**src/rtl/uart_receiver.sv**
```systemverilog
// 8N1 serial receiver: 2-flop input synchronizer, mid-bit sampling FSM and a
// small first-word-fall-through byte FIFO with overrun and framing-error flags.
module uart_receiver #(
    parameter int CLK_FREQ = 50000000,
    parameter int BAUD     = 115200,
    parameter int DEPTH    = 4
) (
    input  logic       clk,
    input  logic       rst,
    input  logic       rxd,
    input  logic       rd_i,
    input  logic       clr_i,
    output logic [7:0] data_o,
    output logic       ready_o,
    output logic       full_o,
    output logic       frame_err_o,
    output logic       overrun_o
);
    localparam int DIV   = CLK_FREQ / BAUD;
    localparam int HALF  = DIV / 2;
    localparam int CNT_W = $clog2(DIV);
    localparam int PTR_W = $clog2(DEPTH);

    typedef enum logic [2:0] {IDLE, START, DATA, STOP, WAITHI} state_t;

    state_t             state, state_next;
    logic               rxd_p0, rxd_p1, rxs;
    logic [CNT_W-1:0]   cnt;
    logic [2:0]         idx;
    logic [7:0]         shift;
    logic               cnt_clr, shift_en, push, ferr;
    logic               half_tick, bit_tick;

    logic [7:0]         mem [DEPTH];
    logic [PTR_W-1:0]   wptr, rptr;
    logic [PTR_W:0]     count;
    logic               pop, wr, full;

    // Stage p0/p1: metastability guard; flops reset to the idle-high line level
    always_ff @(posedge clk) begin
        if (rst) begin
            rxd_p0 <= 1'b1;
            rxd_p1 <= 1'b1;
        end else begin
            rxd_p0 <= rxd;
            rxd_p1 <= rxd_p0;
        end
    end
    assign rxs = rxd_p1;

    assign half_tick = (cnt == CNT_W'(HALF - 1));
    assign bit_tick  = (cnt == CNT_W'(DIV - 1));

    always_ff @(posedge clk) begin
        if (rst) state <= IDLE;
        else     state <= state_next;
    end

    always_comb begin
        state_next = state;
        cnt_clr    = 1'b0;
        shift_en   = 1'b0;
        push       = 1'b0;
        ferr       = 1'b0;
        case (state)
            IDLE: if (!rxs) begin
                state_next = START;
                cnt_clr    = 1'b1;
            end
            START: if (half_tick) begin
                cnt_clr    = 1'b1;
                state_next = rxs ? IDLE : DATA;
            end
            DATA: if (bit_tick) begin
                cnt_clr  = 1'b1;
                shift_en = 1'b1;
                if (idx == 3'd7) state_next = STOP;
            end
            STOP: if (bit_tick) begin
                cnt_clr = 1'b1;
                if (rxs) begin
                    push       = 1'b1;
                    state_next = IDLE;
                end else begin
                    ferr       = 1'b1;
                    state_next = WAITHI;
                end
            end
            WAITHI: if (rxs) state_next = IDLE;
            default: state_next = IDLE;
        endcase
    end

    always_ff @(posedge clk) begin
        if (rst) begin
            cnt         <= '0;
            idx         <= '0;
            frame_err_o <= 1'b0;
        end else begin
            cnt         <= cnt_clr ? '0 : cnt + CNT_W'(1);
            frame_err_o <= ferr;
            if (state == START)  idx <= '0;
            else if (shift_en)   idx <= idx + 3'd1;
        end
    end

    always_ff @(posedge clk) begin
        if (shift_en) shift[idx] <= rxs;
    end

    // FIFO: a push while full only lands if the head is popped the same cycle
    assign full = (count == (PTR_W + 1)'(DEPTH));
    assign pop  = rd_i && (count != '0);
    assign wr   = push && (!full || pop);

    always_ff @(posedge clk) begin
        if (wr) mem[wptr] <= shift;
    end

    always_ff @(posedge clk) begin
        if (rst) begin
            wptr      <= '0;
            rptr      <= '0;
            count     <= '0;
            overrun_o <= 1'b0;
        end else begin
            if (wr)  wptr <= wptr + PTR_W'(1);
            if (pop) rptr <= rptr + PTR_W'(1);
            case ({wr, pop})
                2'b10:   count <= count + (PTR_W + 1)'(1);
                2'b01:   count <= count - (PTR_W + 1)'(1);
                default: count <= count;
            endcase
            if (push && full && !pop) overrun_o <= 1'b1;
            else if (clr_i)           overrun_o <= 1'b0;
        end
    end

    assign ready_o = (count != '0);
    assign full_o  = full;
    assign data_o  = ready_o ? mem[rptr] : 8'h00;

endmodule

```
**config.mk**
```make
export PLATFORM = sky130hd
export DESIGN_NAME = uart_receiver
export DESIGN_NICKNAME = d
export VERILOG_FILES = /design/src/rtl/uart_receiver.sv
export SDC_FILE = /design/constraint.sdc
export NUM_CORES = 1
export LEC_CHECK = 0
export CORE_ASPECT_RATIO = 0.9
export CORE_MARGIN = 3
export CORE_UTILIZATION = 60
export DETAILED_ROUTE_END_ITERATION = 12
export PLACE_DENSITY = 0.8
export SETUP_SLACK_MARGIN = 0.4
export SLEW_MARGIN = 10
export SYNTH_ARGS = -nofsm -noshare
export SYNTH_HDL_FRONTEND = slang
export SYNTH_SLANG_ARGS = --single-unit
```
**constraint.sdc**
```tcl
create_clock -name clk -period 5.85 [get_ports clk]
set_input_delay 1.17 -clock clk [delete_from_list [all_inputs] [get_ports clk]]
set_output_delay 1.17 -clock clk [all_outputs]
set_load 0.05 [all_outputs]
```
Yosys cells after proc, flatten, opt, wreduce, memory -nomap -nowiden

Memories as Yosys holds them, arrays and structs flattened. A register that Yosys moved wholly into a read port is not among the register bits.
Cells that the tools add are included.

$add $sub $neg: 6
$mul: 0
Divide/modulo/power cells: 0
$lt $le $gt $ge: 2
Equality and inequality tests: 16
Shift-type cells: 0
Mux-type cells: 28
Bitwise operators: 2
Reductions and logical operators: 17

Operators with widths:

| operator              | count |
|---|---|
| $mux W3               | 7 |
| $pmux W3 S5           | 1 |
| $mux W1               | 12 |
| $ne A2 B2 Y1 const B  | 6 |
| $add A9 B1 Y9 const B | 1 |
| $eq A3 B3 Y1 const B  | 3 |
| $eq A9 B8 Y1 const B  | 1 |
| $eq A9 B9 Y1 const B  | 1 |
| $bwmux W8             | 1 |
| $mux W8               | 1 |
| $add A3 B1 Y3 const B | 2 |
| $eq A3 B2 Y1 const B  | 2 |
| $mux W2               | 3 |
| $pmux W3 S2           | 1 |
| $reduce_and A6 Y1     | 1 |
| $reduce_or A2 Y1      | 3 |
| $logic_and A1 B1 Y1   | 5 |
| $add A2 B1 Y2 const B | 2 |
| $lt A3 B4 Y1 const B  | 1 |
| $reduce_bool A2 Y1    | 2 |
| $demux W1 S3          | 1 |
| $eq A3 B1 Y1 const B  | 1 |
| $ge A3 B1 Y1 const B  | 1 |
| $logic_not A3 Y1      | 1 |
| other kinds (9)       | 11 |

Register bits: 34
Latch bits: 0
RAM bits: 32
ROM bits: 0
Input bits: 5
Output and inout port bits: 12
Memories: 1

Memories:

| name | depth | width | read ports | clocked after Yosys merged registers in | wr ports | RTL line | source |
|---|---|---|---|---|---|---|---|
| mem  | 4     | 8     | 1          | 1                                       | 1        | 34       | `logic [7:0] mem [DEPTH];` |

Longest topological paths before layout

Gate-level depths: netlist (run 1).

Word-level depth: 6
Depth in mapped cells: 9

Least setup slack after synthesis (run 1)

Ideal clock, no wire load.

Path kind: register to output
Start point: register count[0]
End point: output data_o[0]
Data arrival time: 1.631 ns
Required time: 4.680 ns
Slack: 3.049 ns
Cell stages (with the launch flop): 4
Path buffers: 1
Cells stage by stage: dfxtp_1 > or3_2 > clkbuf_1 > and2_1

Cells in the longest elaborated chain, start to end: 2

Ends and longest elaborated chain:

| item                   | RTL line | source |
|---|---|---|
| start, declared        | 36       | `logic [PTR_W:0] count;` |
| start signal, assigned | 130      | `2'b10: count <= count + (PTR_W + 1)'(1);` |
| start signal, assigned | 131      | `2'b01: count <= count - (PTR_W + 1)'(1);` |
| start signal, assigned | 132      | `default: count <= count;` |
| $reduce_bool A3 Y1     | 139      | `assign ready_o = (count != '0);` |
| net ready_o            | 14       | `output logic ready_o,` |
| $mux W8                | 141      | `assign data_o = ready_o ? mem[rptr] : 8'h00;` |
| end, declared          | 13       | `output logic [7:0] data_o,` |

The timed path passes the listed nets, and every way through them passes these cells.

==> results of run 1 <==
## logic make-up (layout without fill, tap and decap cells)
logic type	count (synthesis)	in the layout	share of synthesized area
AND/OR/NAND/NOR	90	90	0.1711
flip-flops	68	68	0.6146
buffers and inverters	16	40	0.02488
multiplexers	14	14	0.08599
XOR/XNOR	12	12	0.03666
adder cells (fa/ha/maj)	10	10	0.04627
AO/OA/AOI/OAI	8	8	0.02052
## worst max path at each step
stage	from	end	cells after the start
after global routing	flop	data_o[3]	3
final	flop	data_o[3]	3
after floorplan	count[0]	data_o[0]	3
after global placement	flop	data_o[1]	3
after detailed placement	flop	data_o[3]	3
after CTS	flop	data_o[3]	3
## per-stage QoR
stage	hold slack, ns	setup WS, ns
CTS	0.4199	2.211
detailed placement	0.3975	2.590
finish	0.4157	2.261
global route	0.4577	2.125
floorplan	0.3895	3.049
global placement	0.3916	2.603
## routing by layer
layer / routed length [µm] / up-vias / track usage
met1: 2117 / 800 / 0.2377
met4: 60 / 0 / 0.07443
met5: 0 / - / 0
met2: 2100 / 28 / 0.2762
met3: 152 / 5 / 0.07538
li1: - / 821 / -
## power by group
group	switching (mW)	internal, mW	leakage, nW
clock network	0.161	0.188	0.0949
logic	0.00788	0.00664	0.431
registers	0.00381	0.504	0.584
## area by class of cell
type                       count  share of cell area
clock buffer                  12             0.05119
inverter                       8            0.009238
sequential                    68              0.5420
clock inverter                 4            0.006543
timing repair buffer          16             0.04927
tap                           62             0.02386
multi-input combinational    134              0.3179
## registers in the layout (all words and copies together) (netlist names), named ones only
| name | flops |
|---|---|
| count | 3 |
| rptr | 2 |
| mem | 32 |
| frame_err_o | 1 |
| cnt | 9 |
| rxd_p0 | 1 |
| idx | 3 |
| shift | 8 |
| overrun_o | 1 |
| wptr | 2 |
| rxd_p1 | 1 |
| state | 3 |
## cell usage after synthesis (all sizes together) (2+ instances only)
| cell type | number | area (µm²) |
|---|---|---|
| mux2 | 2 | 26.27 |
| and4b | 2 | 20.02 |
| nor2 | 30 | 112.6 |
| xnor2 | 7 | 61.31 |
| nand2 | 7 | 26.28 |
| nand2b | 2 | 12.51 |
| or3 | 2 | 13.77 |
| and3 | 3 | 18.77 |
| buf | 4 | 26.27 |
| or2 | 2 | 12.51 |
| ha | 9 | 112.6 |
| edfxtp | 40 | 1201 |
| nor2b | 4 | 25.02 |
| inv | 8 | 30.03 |
| nand3 | 6 | 30.03 |
| a22oi | 2 | 15.01 |
| and2 | 13 | 86.33 |
| a21oi | 2 | 10.01 |
| mux2i | 4 | 40.04 |
| xor2 | 5 | 43.79 |
| dfxtp | 28 | 560.5 |
| nor3b | 2 | 15.01 |
| clkbuf | 4 | 15.01 |
| mux4 | 8 | 180.2 |
| nor3 | 9 | 45.04 |
## critical path: stages, from the launching register on
cell,delay (ns)
sky130_fd_sc_hd__dfxtp_1,0.64
sky130_fd_sc_hd__mux4_2,0.58
sky130_fd_sc_hd__and2_1,0.17
sky130_fd_sc_hd__clkdlybuf4s50_1,0.69
==> flow_summary.yaml, run 1 <==
layout:
  final_cell_area_um2: 3251
  post-route-util: 0.7195
  num_antenna_cells: 0
  layout.cells.non_filler: 304
  most-common-layout-cells: "sky130_fd_sc_hd__edfxtp_1, sky130_fd_sc_hd__nor2_1, sky130_fd_sc_hd__dfxtp_1, sky130_fd_sc_hd__clkdlybuf4s50_1, sky130_fd_sc_hd__clkbuf_8"
  finish.net_count: 252
  ff_latch_area_um2: 1762
  layout.cells.most_common: "sky130_fd_sc_hd__edfxtp_1"
  synthToLayoutAreaGrowth_pct: 13.40
  multi_input_area_um2: 1033
  layout-drive-gt1-share: 0.1364
  fill_cells: 317
timing:
  transition_time_of_the_tightest_slew_check_pin_ns: 0.7384
  timing.final.max_slew_violations: 0
  timing.clock.skew_ns: 0.005471
  max_clock_freq_ghz: 0.2787
  post-route-min-period_ns: 3.589
  setup_total_negative_slack_ns: 0
  finalSetupViolations: 0
  timing_hold_violations_final: 0
  min_period_over_period: 0.6134
  max_slew_margin: 0.5056
  unrepaired_setup_endpoints_after_global_routing: "no"
yosys:
  synthesis.nets: 233
  seq_area_frac_synth: 0.6146
  synth_seq_cells: 68
  ys_dominant_reg_cell: "sky130_fd_sc_hd__edfxtp_1"
  syn_inst: 218
  synthesis.area_per_instance_um2: 13.15
  cell_area_after_technology_mapping_um2: 2866
  number_of_flops_mapped_to_enable_cells_by_yosys: 40
  yosysWarningCount: 0
  yosys.cell_types.count: 42
  synth-async-reset-ratio: 0
clock_network:
  cts_inserted_buffers: 9
  worst_setup_hold_path_clk_slew_ns: 0.07
  clock-root-buffer: "sky130_fd_sc_hd__clkbuf_8"
  clock_tree.buffer_depth: 2
  post_cts.resized_instances: 0
  cts.repair_timing.setup_buffer_count: 0
  clkSinkCount: 68
  cts_max_level: 3
  clock_latency_ns: 0.33
  tritoncts_clock_tree: "yes"
  ctsHoldBuffers: 0
outcome:
  status: "completed"
placement:
  hpwl_um: 3089
  dpl_cell_area_um2: 3063
  post-place-cells: 288
  gp_routability_congestion: 0.7864
  port-buffer-count: 16
drt:
  first_iter_violations: 75
  totalWireLength_um: 4430
  detailroute.via_count: 1654
  antenna_violating_nets_post_route: 0
  post-route-drc-count: 0
  via_per_inst: 5.441
  wire_per_inst_um: 14.57
  firstDrtPassIters: 4
die:
  effective_utilization_at_floorplan: 0.6345
  placeableCoreArea_um2: 4518
  total_number_of_placement_rows: 23
  die_height_um: 71.57
  die_area_um2: 5644
  pin_count: 17
  chipWidth_um: 78.86
run:
  maxCapViolCount: 0
power_and_ir_drop:
  ir_worst_vdd_mv: 0.1645
  pwr_density_cell_nw_per_um2: 268.2
  design_power_total_mw: 0.8719
  power_leakage_nw: 1.110
global_routing:
  grt_pass1_wl_um: 7500
  globalRoute.totalOverflow: 0
  grt_antenna_before_repair: 0
  first_global_vias: 1527
  grt_start_max_net_pins: 21
  track_usage: 0.1828
min_path:
  worstHoldPathCells: 1
  timing.hold.worst.class: "reg -> reg"
  hold_path_end: "rxd_p1"
  worst_hold_startpoint: "rxd_p0"
setup_path:
  r2r_end: "count[2]"
  worst_ep_arrival_time_ns: 2.42
  setup.worst_path.start_class: "flop"
  cp.required_ns: 4.68
  timing.reg2reg.setup_slack_ns: 3.53
  endpoint_kind: "primary output"
  depth_of_the_most_critical_reg_to_reg_path: 7
  crit-reg2reg-launch: "count[1]"
  worstPathMaxFanout: 8
  timing.setup.critical_path_class: "reg -> out"
Note: power is estimated with default switching activity, not from simulation.
==> run 2: changes to the inputs <==
Settings changed: CORE_UTILIZATION 60 to 53, PLACE_DENSITY 0.8 to 0.75.
Clock period 5.85 ns to 3.2 ns, I/O delays scaled along.
==> run 2 against run 1 <==
Clock-buffer cell count is the same. Sequential cell count is the same. Clock power grew 120%. Combinational power grew 86%. Critical path depth shrank 1. Largest cell class unchanged. Largest power group unchanged. Highest routed layer unchanged.
==> flow_summary.yaml, run 2 (same netlist as run 1, synthesis figures left out) <==
layout:
  fill_cells: 385
  multi_input_area_um2: 1033
  largest_register: "mem"
  num_antenna_cells: 0
  most-common-layout-cells: "sky130_fd_sc_hd__edfxtp_1, sky130_fd_sc_hd__nor2_1, sky130_fd_sc_hd__dfxtp_1, sky130_fd_sc_hd__clkbuf_8"
  synthToLayoutAreaGrowth_pct: 15.28
  flip_flop_count_of_the_largest_register_after_layout: 32
  ff_latch_area_um2: 1763
  layout.cells.most_common: "sky130_fd_sc_hd__edfxtp_1"
  layout-drive-gt1-share: 0.1523
  layout_top_registers: "mem: 32 flops, cnt: 9 flops, shift: 8 flops"
  finish.net_count: 253
power_and_ir_drop:
  clock_network_fraction_of_total_power: 0.451
  int_pwr_mw: 1.410
  power_leakage_nw: 1.178
  ir_worst_vdd_mv: 0.3571
  pwr-share-seq: 0.534
  p_sw_mw: 0.3296
  pwr_density_cell_nw_per_um2: 526.4
  power.share.switching: 0.1894
  p_comb_frac: 0.015
  design_power_total_mw: 1.740
die:
  effective_utilization_at_floorplan: 0.5682
  pin_count: 17
  die_area_um2: 6328
  die_height_um: 75.77
  chipWidth_um: 83.52
  placeableCoreArea_um2: 5045
  total_number_of_placement_rows: 24
clock_network:
  cts_max_level: 3
  cts_inserted_buffers: 9
  worst_setup_hold_path_clk_slew_ns: 0.08
  clock-root-buffer: "sky130_fd_sc_hd__clkbuf_8"
  clock_tree.buffer_depth: 2
  clkSinkCount: 68
  tritoncts_clock_tree: "yes"
  ctsHoldBuffers: 0
  clock_latency_ns: 0.34
setup_path:
  endpoint_kind: "primary output"
  worst_ep_arrival_time_ns: 2.03
  timing.setup.critical_path_class: "reg -> out"
  depth_of_the_most_critical_reg_to_reg_path: 7
  setup.worst_path.start_class: "flop"
  cp.required_ns: 2.56
  worstPathMaxFanout: 11
drt:
  antenna_violating_nets_post_route: 0
  totalWireLength_um: 4253
  post-route-drc-count: 0
  firstDrtPassIters: 4
  wire_per_inst_um: 13.81
  first_iter_violations: 85
  via_per_inst: 5.312
  detailroute.via_count: 1636
global_routing:
  grt_start_max_net_pins: 21
  grt_antenna_before_repair: 0
  track_usage: 0.1549
  grt_most_used_layer: "met2"
  grt_pass1_wl_um: 7396
  globalRoute.totalOverflow: 0
  grt.met2_usage: 0.2367
  use_met1: 0.2016
  first_global_vias: 1539
  gr-usage-met3: 0.06486
timing:
  post-route-min-period_ns: 2.674
  max_clock_freq_ghz: 0.3740
  timing_hold_violations_final: 0
  max_slew_margin: 0.5030
  hold-worst-slack_ns: 0.4126
  setup_total_negative_slack_ns: 0
  timing.final.max_slew_violations: 0
  unrepaired_setup_endpoints_after_global_routing: "no"
  finalSetupViolations: 0
  min_period_over_period: 0.8356
  timing.clock.skew_ns: 0.01225
  transition_time_of_the_tightest_slew_check_pin_ns: 0.7422
min_path:
  worstHoldPathCells: 1
  timing.hold.worst.class: "reg -> reg"
outcome:
  status: "completed"
run:
  maxCapViolCount: 0
placement:
  hpwl_um: 2907
  gp_routability_congestion: 0.8018
  port-buffer-count: 16
==> run 2: layout make-up <==
cell class | instances | share of cell area
Sequential cell | 68 | 0.5335
Multi-Input combinational cell | 134 | 0.3128
Clock buffer | 12 | 0.05680
Timing Repair Buffer | 17 | 0.04771
Tap cell | 65 | 0.02461
Clock inverter | 4 | 0.01552
Inverter | 8 | 0.009087
==> run 2: worst paths after layout <==
kind	startpoint	to	slack (ns)
worst min-delay path	rxd_p0	rxd_p1	0.41
worst min register to register	rxd_p0	rxd_p1	0.41
worst max register to register	count[1]	count[2]	0.90
worst max-delay path	count[1]	ready_o	0.53
==> run 2: what timing repair did <==
item | in CTS | in global routing
setup endpoints to repair | 8 | 0
buffers inserted | 0 | 0
hold endpoints to repair | 0 | 0
gates resized for setup | 9 | 0
==> run 2: metrics by stage <==
step	instance area [µm²]	cells	utilization	worst slack (ns)
5_1_grt	3304	308	0.6550	0.4616
3_3_place_gp	3074	292	0.6094	0.5073
4_1_cts	3304	308	0.6550	0.5038
6_report	3304	308	0.6550	0.5260
3_5_place_dp	3074	292	0.6094	0.4515
2_1_floorplan	2867	218	-	0.9290
==> run 2: critical path, cell delays in order, from the launching register on <==
cell                              delay, ns
sky130_fd_sc_hd__dfxtp_1               0.35
sky130_fd_sc_hd__or3_2                 0.60
sky130_fd_sc_hd__clkdlybuf4s50_1       0.74
==> run 2: power groups by stage <==
stage	Sequential (mW)	Combinational [mW]	Clock (mW)
after CTS	0.928	0.0271	0.804
after detailed placement	0.948	0.0270	0
after global routing	0.929	0.0322	0.849
final	0.929	0.0269	0.784
after global placement	0.948	0.0267	0
after floorplan	0.945	0.0188	0
==> run 2: metal layers <==
| metal | vias to the layer above | part of all wire | routed length (µm) |
|---|---|---|---|
| met2 | 25 | 0.44 | 1868 |
| met3 | 6 | 0.044 | 186 |
| met5 | - | 0 | 0 |
| li1 | 821 | - | - |
| met4 | 0 | 0.013 | 54 |
| met1 | 784 | 0.50 | 2144 |
==> run 3: changes to the inputs <==
Settings changed: CORE_UTILIZATION 53 to 58, PLACE_DENSITY 0.75 to 0.78.
Clock period 3.2 ns to 2.65 ns, I/O delays scaled along.
==> run 3 against run 2 <==
Worst setup slack got worse by 0.039 ns. Critical endpoint is now data_o[1]. Via count shrank 0.73%. Core utilization rose by 7.2 points. Sequential cell count unchanged. Non-clock buffer count is 3 higher. Largest cell class unchanged. Die area fell by 8.0%. Global-route usage increased by 2.4 points. Highest routed layer unchanged. Clock skew decreased by 0.0045 ns.
==> flow_summary.yaml, run 3 (same netlist as run 1, synthesis figures left out) <==
setup_path:
  worst-path-buf-inv: 1
  crit_slowest_cell: "sky130_fd_sc_hd__mux4_2"
  cp_cell_sequence: "mux4_2, and2_1, buf_4"
  cp.required_ns: 2.12
  kind_of_cell_adding_the_most_delay_to_the_critical_path: "multiplexers"
  crit-reg2reg-launch: "cnt[0]"
  worst_ep_arrival_time_ns: 1.63
  setup.worst_path.start_class: "flop"
  depth_of_the_most_critical_reg_to_reg_path: 8
  timing.reg2reg.setup_slack_ns: 0.53
  endpoint_kind: "primary output"
  worstPathMaxFanout: 8
  r2r_end: "count[2]"
  critical_path.max_stage_delay_ns: 0.51
  timing.setup.critical_path_class: "reg -> out"
layout:
  layout_top_registers: "mem: 32 flops, cnt: 9 flops, shift: 8 flops"
  finish.net_count: 256
  layout-drive-gt1-share: 0.1911
  fill_cells: 302
  synthToLayoutAreaGrowth_pct: 16.72
  num_antenna_cells: 0
  layout.cells.most_common: "sky130_fd_sc_hd__edfxtp_1"
  final_cell_area_um2: 3346
  flip_flop_count_of_the_largest_register_after_layout: 32
  most-common-layout-cells: "sky130_fd_sc_hd__edfxtp_1, sky130_fd_sc_hd__nor2_1, sky130_fd_sc_hd__dfxtp_1, sky130_fd_sc_hd__buf_4"
  largest_register: "mem"
drt:
  post-route-drc-count: 0
  totalWireLength_um: 4295
  detailroute.via_count: 1624
  via_per_inst: 5.273
  first_iter_violations: 96
  wire_per_inst_um: 13.94
  firstDrtPassIters: 4
  antenna_violating_nets_post_route: 0
timing:
  max_slew_margin: 0.5466
  timing.final.max_slew_violations: 0
  setup_total_negative_slack_ns: 0
  max_clock_freq_ghz: 0.4624
  finalSetupViolations: 0
  timing.clock.skew_ns: 0.007737
  unrepaired_setup_endpoints_after_global_routing: "no"
  transition_time_of_the_tightest_slew_check_pin_ns: 0.6771
  post-route-min-period_ns: 2.163
  min_period_over_period: 0.8161
  timing_hold_violations_final: 0
clock_network:
  worst_setup_hold_path_clk_slew_ns: 0.07
  cts.repair_timing.setup_buffer_count: 0
  tritoncts_clock_tree: "yes"
  clock_latency_ns: 0.34
  clock-root-buffer: "sky130_fd_sc_hd__clkbuf_8"
  cts_inserted_buffers: 9
  clkSinkCount: 68
  cts_max_level: 3
  clock_tree.buffer_depth: 2
die:
  placeableCoreArea_um2: 4604
  effective_utilization_at_floorplan: 0.6226
  die_area_um2: 5823
  total_number_of_placement_rows: 23
  pin_count: 17
  chipWidth_um: 80.11
  die_height_um: 72.70
min_path:
  hold_path_end: "rxd_p1"
  worstHoldPathCells: 1
  worst_hold_startpoint: "rxd_p0"
  timing.hold.worst.class: "reg -> reg"
global_routing:
  first_global_vias: 1572
  track_usage: 0.1793
  globalRoute.totalOverflow: 0
  grt_start_max_net_pins: 20
  grt_pass1_wl_um: 7590
  grt_antenna_before_repair: 0
placement:
  gp_routability_congestion: 0.7990
  hpwl_um: 3067
  dpl_cell_area_um2: 3073
  port-buffer-count: 16
outcome:
  status: "completed"
power_and_ir_drop:
  power_leakage_nw: 1.191
  ir_worst_vdd_mv: 0.4946
  pwr_density_cell_nw_per_um2: 661.6
run:
  maxCapViolCount: 0
run 3: cell types whose count changed in the layout (fill, tap and decap cells not counted), moves of 2 or more:
cell                              delta
sky130_fd_sc_hd__dlygate4sd2_1       -6
sky130_fd_sc_hd__bufinv_16           +2
sky130_fd_sc_hd__clkdlybuf4s50_1     -2
sky130_fd_sc_hd__buf_6               +2
sky130_fd_sc_hd__buf_4               +9
run 3: where the power goes:
| group | total, mW | switching [mW] | internal [mW] |
|---|---|---|---|
| Sequential | 1.12 | 0.00640 | 1.11 |
| Clock | 1.06 | 0.373 | 0.686 |
| Combinational | 0.0366 | 0.0195 | 0.0171 |
| Total | 2.21 | 0.399 | 1.81 |
run 3: metrics by stage:
step           total power [mW]  hold slack, ns  setup slack (ns)    util  cells
2_1_floorplan             1.164          0.3895            0.4890       -    218
3_3_place_gp              1.180          0.3915            0.2834  0.6674    292
3_5_place_dp              1.180          0.3952            0.2751  0.6674    292
4_1_cts                   2.239          0.4119            0.3707  0.7242    308
5_1_grt                   2.301          0.4281            0.4018  0.7266    308
6_report                  2.214          0.4089            0.4874  0.7266    308
run 3: final cells by class:
class                   instances  area [µm²]  area share
well taps                      62       77.57     0.02319
multi-input cells             134        1037      0.3100
repair buffers                 20       175.2     0.05236
flip-flops and latches         68        1765      0.5277
clock inverters                 5       107.6     0.03216
clock buffers                  11       152.6     0.04562
inverters                       8       30.03    0.008975
run 3: timing repair:
item / CTS / global route
gates cloned: 0 / 0
hold buffers: 0 / 0
gates resized for setup: 4 / 3
endpoints found under the setup margin: 10 / 10
run 3: how the worst max path moves through the flow:
| stage | startpoint | end | slack, ns | cells after the start |
|---|---|---|---|---|
| floorplan | count[0] | data_o[0] | 0.49 | 3 |
| global placement | rd_i | count[2] | 0.28 | 5 |
| detailed placement | rd_i | count[2] | 0.28 | 5 |
| CTS | count[1] | data_o[0] | 0.37 | 4 |
| global route | cnt[0] | count[2] | 0.40 | 8 |
| finish | flop | data_o[1] | 0.49 | 3 |
run 3: metal layers:
layer	global-route usage	vias to the layer above	wire, µm
li1	-	824	-
met4	0.07317	0	70
met5	0	-	0
met3	0.07778	5	203
met1	0.2406	764	2113
met2	0.2574	31	1908
